$ cat config.mk
export PLATFORM = sky130hd
export DESIGN_NAME = score_text_writer
export DESIGN_NICKNAME = d
export VERILOG_FILES = /design/src/rtl/score_text_pkg.sv /design/src/rtl/score_text_writer_bin2bcd.sv /design/src/rtl/score_text_writer.sv
export SDC_FILE = /design/constraint.sdc
export NUM_CORES = 1
export LEC_CHECK = 0
export CORE_MARGIN = 4
export CORE_UTILIZATION = 50
export DETAILED_ROUTE_END_ITERATION = 8
export DONT_BUFFER_PORTS = 1
export PLACE_DENSITY_LB_ADDON = 0.15
export SLEW_MARGIN = 10
export SYNTH_ARGS = -nofsm -noshare
export SYNTH_HDL_FRONTEND = slang
export SYNTH_SLANG_ARGS = --single-unit
$ cat constraint.sdc
create_clock -name Clk -period 6.3 [get_ports Clk]
set_input_delay 0.63 -clock Clk [delete_from_list [all_inputs] [get_ports Clk]]
set_output_delay 0.63 -clock Clk [all_outputs]
set_load 0.01 [all_outputs]
$ cat src/rtl/score_text_pkg.sv
// Shared definitions for the score text writer.
//
// Contents:
//    CODE_BLANK   glyph code of an empty character cell
//    CODE_DIGIT0  glyph code of decimal digit 0; digits 1..9 follow contiguously
//    st_t         top-level sequencer states
//    digit_code   maps a BCD digit to its glyph code
package score_text_pkg;

   localparam logic [7:0] CODE_BLANK  = 8'h00;
   localparam logic [7:0] CODE_DIGIT0 = 8'h20;

   typedef enum logic [2:0] {
      ST_IDLE    = 3'd0,
      ST_CONVERT = 3'd1,
      ST_WRITE   = 3'd2,
      ST_CLEAR   = 3'd3,
      ST_DONE    = 3'd4
   } st_t;

   function automatic logic [7:0] digit_code(input logic [3:0] d);
      return CODE_DIGIT0 + {4'h0, d};
   endfunction

endpackage

$ cat src/rtl/score_text_writer_bin2bcd.sv
// bin2bcd_seq: sequential double-dabble binary to BCD converter.
//
// A start pulse loads the binary value; the engine then performs one
// add-3/shift step per cycle for exactly SCORE_W cycles. Any bit shifted out
// of the top BCD digit means the value does not fit in DIGITS decimal digits,
// which is reported on ovf_o.
//
// Ports:
//    clk_i    system clock
//    rst_ni   asynchronous active-low reset
//    start_i  load bin_i and begin converting (sampled on the clock edge)
//    bin_i    binary value to convert
//    busy_o   conversion in progress
//    done_o   high during the cycle whose edge performs the final shift
//    bcd_o    DIGITS packed BCD digits, least significant in bits [3:0]
//    ovf_o    value exceeded 10^DIGITS-1 (valid once busy_o drops)
module bin2bcd_seq #(
   parameter int SCORE_W = 16,
   parameter int DIGITS  = 5
) (
   input  logic                  clk_i,
   input  logic                  rst_ni,
   input  logic                  start_i,
   input  logic [SCORE_W-1:0]    bin_i,
   output logic                  busy_o,
   output logic                  done_o,
   output logic [DIGITS*4-1:0]   bcd_o,
   output logic                  ovf_o
);

   localparam int BCD_W = DIGITS * 4;
   localparam int CNT_W = $clog2(SCORE_W + 1);

   logic [SCORE_W-1:0] bin_q;
   logic [BCD_W-1:0]   bcd_q;
   logic [BCD_W-1:0]   adj;
   logic [CNT_W-1:0]   cnt_q;
   logic               busy_q;
   logic               ovf_q;

   // Add-3 correction: any digit of 5 or more would exceed 9 after doubling,
   // so bias it by 3 before the shift to produce the decimal carry.
   always_comb begin
      adj = bcd_q;
      for (int k = 0; k < DIGITS; k++) begin
         if (bcd_q[k*4 +: 4] >= 4'd5) begin
            adj[k*4 +: 4] = bcd_q[k*4 +: 4] + 4'd3;
         end
      end
   end

   // Shift register and step counter. Overflow is sticky for the whole
   // conversion because a lost carry can never be recovered.
   always_ff @(posedge clk_i or negedge rst_ni) begin
      if (!rst_ni) begin
         bin_q  <= '0;
         bcd_q  <= '0;
         cnt_q  <= '0;
         busy_q <= 1'b0;
         ovf_q  <= 1'b0;
      end else if (start_i) begin
         bin_q  <= bin_i;
         bcd_q  <= '0;
         cnt_q  <= CNT_W'(SCORE_W);
         busy_q <= 1'b1;
         ovf_q  <= 1'b0;
      end else if (busy_q) begin
         bcd_q <= {adj[BCD_W-2:0], bin_q[SCORE_W-1]};
         bin_q <= bin_q << 1;
         ovf_q <= ovf_q | adj[BCD_W-1];
         cnt_q <= cnt_q - CNT_W'(1);
         if (cnt_q == CNT_W'(1)) begin
            busy_q <= 1'b0;
         end
      end
   end

   assign busy_o = busy_q;
   assign done_o = busy_q && (cnt_q == CNT_W'(1));
   assign bcd_o  = bcd_q;
   assign ovf_o  = ovf_q;

endmodule

$ cat src/rtl/score_text_writer.sv
// score_text_writer: writes a decimal score (or a full clear) into a small
// character buffer, one glyph code per cycle, for the text overlay renderers.
//
// Build option:
//    SCORE_TEXT_LZ_BLANK_EN  when defined, leading zero digits are written as
//                            CODE_BLANK; the least significant digit is
//                            always a digit. Write cycle count is unchanged.
//
// Ports:
//    Clk        system clock
//    Reset_n    asynchronous active-low reset (buffer returns to all blank)
//    req_valid  request present
//    req_ready  idle; request accepted on req_valid && req_ready
//    req_clear  request blanks the whole buffer
//    req_score  value to display
//    req_base   slot receiving the most significant digit
//    busy       high in every state except idle
//    done       one-cycle pulse when a request completes
//    ovf        last score request exceeded 10^DIGITS-1 (all nines written)
//    rd_slot    renderer read address
//    rd_code    glyph code at rd_slot, combinational from the buffer
module score_text_writer
   import score_text_pkg::*;
#(
   parameter int SLOTS   = 8,
   parameter int DIGITS  = 5,
   parameter int SCORE_W = 16,
   parameter int CODE_W  = 8
) (
   input  logic                      Clk,
   input  logic                      Reset_n,
   input  logic                      req_valid,
   output logic                      req_ready,
   input  logic                      req_clear,
   input  logic [SCORE_W-1:0]        req_score,
   input  logic [$clog2(SLOTS)-1:0]  req_base,
   output logic                      busy,
   output logic                      done,
   output logic                      ovf,
   input  logic [$clog2(SLOTS)-1:0]  rd_slot,
   output logic [CODE_W-1:0]         rd_code
);

   localparam int SLOT_W = $clog2(SLOTS);
   localparam logic [SLOT_W-1:0] LAST_DIG  = SLOT_W'(DIGITS - 1);
   localparam logic [SLOT_W-1:0] LAST_SLOT = SLOT_W'(SLOTS - 1);

   generate
      if (DIGITS > SLOTS) begin : g_bad_digits
         $error("score_text_writer: DIGITS must not exceed SLOTS");
      end
      if ((SLOTS < 2) || ((SLOTS & (SLOTS - 1)) != 0)) begin : g_bad_slots
         $error("score_text_writer: SLOTS must be a power of two, at least 2");
      end
   endgenerate

   st_t                 state_q, state_d;
   logic [SLOT_W-1:0]   idx_q, idx_d;
   logic [SLOT_W-1:0]   base_q, base_d;
   logic                ovf_q, ovf_d;
`ifdef SCORE_TEXT_LZ_BLANK_EN
   logic                lz_q, lz_d;
`endif

   logic [CODE_W-1:0]   buf_q [SLOTS];
   logic                wr_en;
   logic [SLOT_W-1:0]   wr_slot;
   logic [CODE_W-1:0]   wr_code;

   logic                eng_start;
   logic                eng_busy;
   logic                eng_done;
   logic [DIGITS*4-1:0] eng_bcd;
   logic                eng_ovf;
   logic [3:0]          cur_digit;

   bin2bcd_seq #(
      .SCORE_W (SCORE_W),
      .DIGITS  (DIGITS)
   ) u_bin2bcd (
      .clk_i   (Clk),
      .rst_ni  (Reset_n),
      .start_i (eng_start),
      .bin_i   (req_score),
      .busy_o  (eng_busy),
      .done_o  (eng_done),
      .bcd_o   (eng_bcd),
      .ovf_o   (eng_ovf)
   );

   // Pick the digit for the current write position, most significant first.
   // An overflowed score saturates every position to nine.
   always_comb begin
      cur_digit = 4'd0;
      for (int k = 0; k < DIGITS; k++) begin
         if (idx_q == SLOT_W'(DIGITS - 1 - k)) begin
            cur_digit = eng_bcd[k*4 +: 4];
         end
      end
      if (eng_ovf) begin
         cur_digit = 4'd9;
      end
   end

   // Request sequencer: accept, convert, then stream one buffer write per
   // cycle. The converter latches the score itself on the acceptance edge.
   always_comb begin
      state_d   = state_q;
      idx_d     = idx_q;
      base_d    = base_q;
      ovf_d     = ovf_q;
`ifdef SCORE_TEXT_LZ_BLANK_EN
      lz_d      = lz_q;
`endif
      eng_start = 1'b0;
      wr_en     = 1'b0;
      wr_slot   = '0;
      wr_code   = CODE_W'(CODE_BLANK);
      case (state_q)
         ST_IDLE: begin
            if (req_valid) begin
               ovf_d = 1'b0;
               idx_d = '0;
               if (req_clear) begin
                  state_d = ST_CLEAR;
               end else begin
                  base_d    = req_base;
                  eng_start = 1'b1;
`ifdef SCORE_TEXT_LZ_BLANK_EN
                  lz_d      = 1'b1;
`endif
                  state_d   = ST_CONVERT;
               end
            end
         end
         ST_CONVERT: begin
            if (eng_done) begin
               state_d = ST_WRITE;
            end
         end
         ST_WRITE: begin
            wr_en   = 1'b1;
            wr_slot = base_q + idx_q;
            ovf_d   = eng_ovf;
`ifdef SCORE_TEXT_LZ_BLANK_EN
            if (lz_q && (cur_digit == 4'd0) && (idx_q != LAST_DIG)) begin
               wr_code = CODE_W'(CODE_BLANK);
            end else begin
               wr_code = CODE_W'(digit_code(cur_digit));
               lz_d    = 1'b0;
            end
`else
            wr_code = CODE_W'(digit_code(cur_digit));
`endif
            if (idx_q == LAST_DIG) begin
               state_d = ST_DONE;
            end else begin
               idx_d = idx_q + SLOT_W'(1);
            end
         end
         ST_CLEAR: begin
            wr_en   = 1'b1;
            wr_slot = idx_q;
            wr_code = CODE_W'(CODE_BLANK);
            if (idx_q == LAST_SLOT) begin
               state_d = ST_DONE;
            end else begin
               idx_d = idx_q + SLOT_W'(1);
            end
         end
         ST_DONE: begin
            state_d = ST_IDLE;
         end
         default: begin
            state_d = ST_IDLE;
         end
      endcase
   end

   // Sequencer state registers.
   always_ff @(posedge Clk or negedge Reset_n) begin
      if (!Reset_n) begin
         state_q <= ST_IDLE;
         idx_q   <= '0;
         base_q  <= '0;
         ovf_q   <= 1'b0;
`ifdef SCORE_TEXT_LZ_BLANK_EN
         lz_q    <= 1'b0;
`endif
      end else begin
         state_q <= state_d;
         idx_q   <= idx_d;
         base_q  <= base_d;
         ovf_q   <= ovf_d;
`ifdef SCORE_TEXT_LZ_BLANK_EN
         lz_q    <= lz_d;
`endif
      end
   end

   // Character buffer: one write port from the sequencer, reset to blank.
   always_ff @(posedge Clk or negedge Reset_n) begin
      if (!Reset_n) begin
         for (int s = 0; s < SLOTS; s++) begin
            buf_q[s] <= CODE_W'(CODE_BLANK);
         end
      end else if (wr_en) begin
         buf_q[wr_slot] <= wr_code;
      end
   end

   // The converter only runs while the sequencer is converting, so folding
   // its busy in keeps busy truthful without changing its timing.
   assign req_ready = (state_q == ST_IDLE);
   assign busy      = (state_q != ST_IDLE) || eng_busy;
   assign done      = (state_q == ST_DONE);
   assign ovf       = ovf_q;
   assign rd_code   = buf_q[rd_slot];

endmodule

# After elaboration in Yosys (flattened, before gate mapping)
# Cells that the tools add are included.
# W data, S select, Z words.
[word_totals]
in_bits = 26
ff_bits = 117
wordCells = 114
[classes]
n_bitwise = 4
addsub = 9
mux = 46
eq_ne = 16
reduce_logical = 14
n_lt_le_gt_ge = 8
[ops]
columns = ["op", "count"]
rows = [
  ["$bwmux W64", 1],
  ["$mux W4", 11],
  ["$mux W20", 2],
  ["$mux W16", 2],
  ["$bmux W8 S3", 1],
  ["$demux W8 S3", 1],
  ["$mux W8", 3],
  ["$mux W3", 7],
  ["$add A4 B2 Y4 const B", 5],
  ["$ge A4 B3 Y1 const B", 5],
  ["$eq A3 B2 Y1 const B", 4],
  ["$ne A2 B2 Y1 const B", 6],
  ["$pmux W3 S4", 1],
  ["$mux W1", 10],
  ["$mux W5", 2],
  ["$eq A3 B3 Y1 const B", 3],
  ["$pmux W3 S3", 1],
  ["$ge A4 B4 Y1 const B", 2],
  ["$not A3 Y4", 2],
  ["$reduce_and A4 Y1", 2],
  ["$add A6 B4 Y7 const A", 1],
  ["$mux W7", 1],
  ["$eq A3 B1 Y1 const B", 2],
  ["$logic_not A3 Y1", 2],
  ["17 further kinds", 20],
]

# Longest topological paths before layout
[logic_depth]
ltp_word = 10
mapped_depth = 9
ltp_nobuf = 8

# By module
# A second synthesis with hierarchy kept.
[hier_totals]
hier_cells = 489
area_unflattened_um2 = 5316.3
[by_module_without_submodules]
columns = ["mod", "area_per_inst_um2", "seq_area_each_um2", "n_inst", "cells_per_inst"]
rows = [
  ["score_text_writer", 2929.1, 1251.2, 1, 245],
  ["bin2bcd_seq", 2387.3, 1076.0, 1, 244],
]

# Least setup slack after synthesis
# OpenSTA, ideal clock, no wires.
[synth_timing]
kind = "input-to-output"
startpoint = "input port rd_slot[0]"
endpoint = "output port rd_code[0]"
arrival_ns = 1.714
required_time_ns = 5.670
n_path_buf = 1
path_stages = 3
path_slack_ns = 3.956
cell_sequence = "buf_2 > mux4_2 > mux2_2"
[synth_between]
elab_chain_len = 4
[synth_rtl]
columns = ["item", "line", "text"]
rows = [
  ["start: declaration", "score_text_writer.sv:40", "input logic [$clog2(SLOTS)-1:0] rd_slot,"],
  ["$not A3 Y4 (implied by the code)", "score_text_writer.sv:218", "assign rd_code = buf_q[rd_slot];"],
  ["$bmux W8 S3", "score_text_writer.sv:218", ""],
  ["$mux W8 (implied by the code) (2 in a row)", "score_text_writer.sv:218", ""],
  ["end: declaration", "score_text_writer.sv:41", "output logic [CODE_W-1:0] rd_code"],
]
# No other way between the ends. The select of a mux whose other input is x is not followed.

# Worst setup path in the final report
[layout_timing]
startpoint = "register u_bin2bcd.busy_q, in the netlist u_bin2bcd.busy_o"
endpoint = "output port busy"
[layout_between]
elab_chain_len = 1
[layout_rtl]
columns = ["item", "line", "text"]
rows = [
  ["start: declaration", "score_text_writer_bin2bcd.sv:38", "logic busy_q;"],
  ["start signal: assignment", "score_text_writer_bin2bcd.sv:59", "busy_q <= 1'b0;"],
  ["start signal: assignment", "score_text_writer_bin2bcd.sv:65", "busy_q <= 1'b1;"],
  ["start signal: assignment", "score_text_writer_bin2bcd.sv:73", "busy_q <= 1'b0;"],
  ["$logic_or A1 B1 Y1", "score_text_writer.sv:215", "assign busy = (state_q != ST_IDLE) || eng_busy;"],
  ["end: declaration", "score_text_writer.sv:37", "output logic busy,"],
]
# No other way between the ends.

==> impl_metrics.ini <==
[outcome]
status = finished clean

[place]
io_buffers = 0
gp_congestion = 0.8179
placed_area_um2 = 5147
dp_hpwl_mm = 6.721

[drt]
first_pass_iters = 4
drc = 0
dr.max_layer_used = met4
via_per_inst = 5.654
antenna_left = 0
wl_met2_mm = 4.648
drt_iter0_drc = 135
num_vias = 3347
wirelength_mm = 9.900
drt-met1-wl_mm = 4.676
wl_met3_um = 427
drt-wirelength-per-cell_um = 16.72

[worst_setup_path]
max_stage_delay_ns = 1.07
crit_chain = inv_1 > nand2_1
slowest_stage = dfrtp_2
end_kind = primary output
reg2reg_slack_ns = 3.79
start_kind = register
critical_path_class = register to primary output
critical_path_required_ns = 5.67
r2r_end = buf_q[57]$_DFFE_PN0P_
arrival_ns = 2.17
reg2regPathDepth = 8
critPathMaxFanout = 47
crit_path_start = u_bin2bcd.busy_o$_DFF_PN0_
r2r_start = idx_q[0]$_DFFE_PN0P_

[power_and_ir_drop]
seq_power_share_pct = 42.9
power_leakage_uw = 0.002484
switching_share_pct = 37.91
comb_power_share_pct = 35.9
powerDensity_nw_per_um2 = 428.4
pwr-share-clk_pct = 21.2
switching_power_uw = 880.5
total_power_uw = 2322
p_int_uw = 1442
irDropWorstVdd_mv = 0.3231

[sta]
tns_ns = 0
slew_viol_final = 0
worst-slew-pin-transition_ns = 1.044
setup_viol = 0
min_period_ns = 2.799
relSlewSlack_pct = 30.40
fin_worst_skew_ns = 0.008666
rsz0062_at_grt = false
min_period_over_period_pct = 44.43
hold_viol = 0
max_freq_mhz = 357.2

[grt]
antenna_found_initial = 0
grt_pass1_wl_mm = 17.24
grt_overflow_total = 0
grt_pass1_vias = 3447
track_usage_pct = 18.83
grt_max_degree = 94

[logic_synthesis]
synth_top_area_cell = dfrtp_1
syn_area_um2 = 5082
synth_edf_count = 0
synth_top_cell_area_share_pct = 45.79
synthesis.instances = 461
ys_ff_latch = 93
ys_types = 53
syn_area_per_cell_um2 = 11.02
synth.area.top_cells = dfrtp_1 (46%), mux2_2 (10%), mux2i_1 (5.1%)
synth_flop_cell = dfrtp_1
ys_seq_area_share_pct = 45.79
postSynth.asyncResetShare_pct = 100.0
yosysWarnings = 0

[clock_tree]
cts_tree = done
clockBufferDepth = 2
clockRootBuffer = clkbuf_8
h-tree-depth = 3
cts.sinks = 93
insertion_delay_ns = 0.37
cts_buffers = 9
cts-resized-gates = 0
clkSlewWorstSetupHoldPaths_ns = 0.09

[die]
die-width_um = 108.8
row_count = 36
pin_count = 38
dieArea_um2 = 11840
die_h_um = 108.8
core-area_um2 = 9819
start_util_pct = 51.76

[finish]
post_route_cells_drive_above_1_share_pct = 20.26
layout_common_cells = dfrtp_1 (92), nand2_1 (52), mux2_2 (47), o21ai_0 (34), a21oi_1 (27)
layout.nets = 500
diodes = 0
final_common_cell = dfrtp_1
fin_area_um2 = 5421
syn2layout_area_growth_pct = 6.672

[worst_hold_path]
hp-class = input pin to async pin

[flow_run]
drv_cap = 0
## registers in the layout, indices dropped and copies added (netlist names)
signal and flops:
u_bin2bcd.ovf_o 1, u_bin2bcd.bcd_o 20, ovf 1, u_bin2bcd.cnt_q 5, u_bin2bcd.busy_o 1, u_bin2bcd.bin_q 16
buf_q 40, base_q 3, state_q 3, idx_q 3
## kinds of logic (layout without fill, tap and decap cells)
kind of cell               Yosys count  in the layout  synth area share [%]
and+or+nand+nor                    116            116                 12.26
buffers and inverters               43             39                 3.865
xor gates and xnor gates            15             15                 2.585
DFF                                 93             93                 45.79
other                                1              3               0.07378
AOI/OAI and AO/OA                   89             89                 10.17
adders and majority gates           20             20                 5.071
muxes                               84             84                 20.19
## synthesized netlist by cell type, types with 4 or more instances
master and number:
a21o_1 6, clkbuf_1 4, nand2_1 52, nand2b_1 8
inv_1 21, nand3_2 4, o211ai_1 4, mux4_2 10
mux2i_1 26, o21ai_0 34, ha_1 19, buf_2 10
nand3_1 10, nor3_4 4, buf_4 6, dfrtp_1 93
a21oi_1 27, xnor2_1 12, mux2_2 47, nor2_1 19
## layer usage
layer  up-vias  GRT usage, %
met4         0         7.033
met5         -             0
met2        64         29.35
met3        14         4.204
li1       1599             -
met1      1670         25.86
## power groups by stage
stage / combinational (µW) / sequential, µW / clock, µW
after global routing: 963 / 1030 / 531
after CTS: 844 / 997 / 505
after global placement: 801 / 1000 / 0
final: 834 / 996 / 492
after detailed placement: 824 / 1010 / 0
after floorplan: 766 / 892 / 0
## worst max-delay path by stage
| stage | to | slack [ns] | cells after the start |
|---|---|---|---|
| 4_1_cts | busy | 3.45 | 2 |
| 5_1_grt | busy | 3.27 | 2 |
| 2_1_floorplan | rd_code[0] | 3.96 | 3 |
| 6_report | busy | 3.50 | 2 |
| 3_5_place_dp | buf_q[57]$_DFFE_PN0P_ | 3.84 | 8 |
| 3_3_place_gp | buf_q[40]$_DFFE_PN0P_ | 3.89 | 8 |
## repair_timing
action                    4_1_cts  5_1_grt
hold buffers                    1        0
hold endpoints to repair       93        0
setup buffers                   0        0
## worst max-delay path, delay by kind of cell, from the launching register on
family	cells	cell delay, ns
and+or+nand+nor	1	0.24
DFF	1	1.07
buffers and inverters	1	0.48
## layout make-up
| type | instances | area (µm²) |
|---|---|---|
| Inverter | 21 | 78.83 |
| Sequential cell | 93 | 2328 |
| Tap cell | 133 | 166.4 |
| Multi-Input combinational cell | 327 | 2566 |
| Clock buffer | 10 | 127.6 |
| Timing Repair Buffer | 2 | 35.03 |
| Fill cell | 901 | 4398 |
| Clock inverter | 6 | 118.9 |
## metrics by stage
stage	hold WS (ns)	utilization (%)	setup WS [ns]	std cells
floorplan	0.3344	-	3.956	463
global placement	0.3411	52.42	3.892	575
detailed placement	0.3419	52.42	3.842	575
CTS	0.1796	55.21	3.450	592
global route	0.1886	55.21	3.267	592
finish	0.1755	55.21	3.501	592
Note: power is estimated with default switching activity, not from simulation.
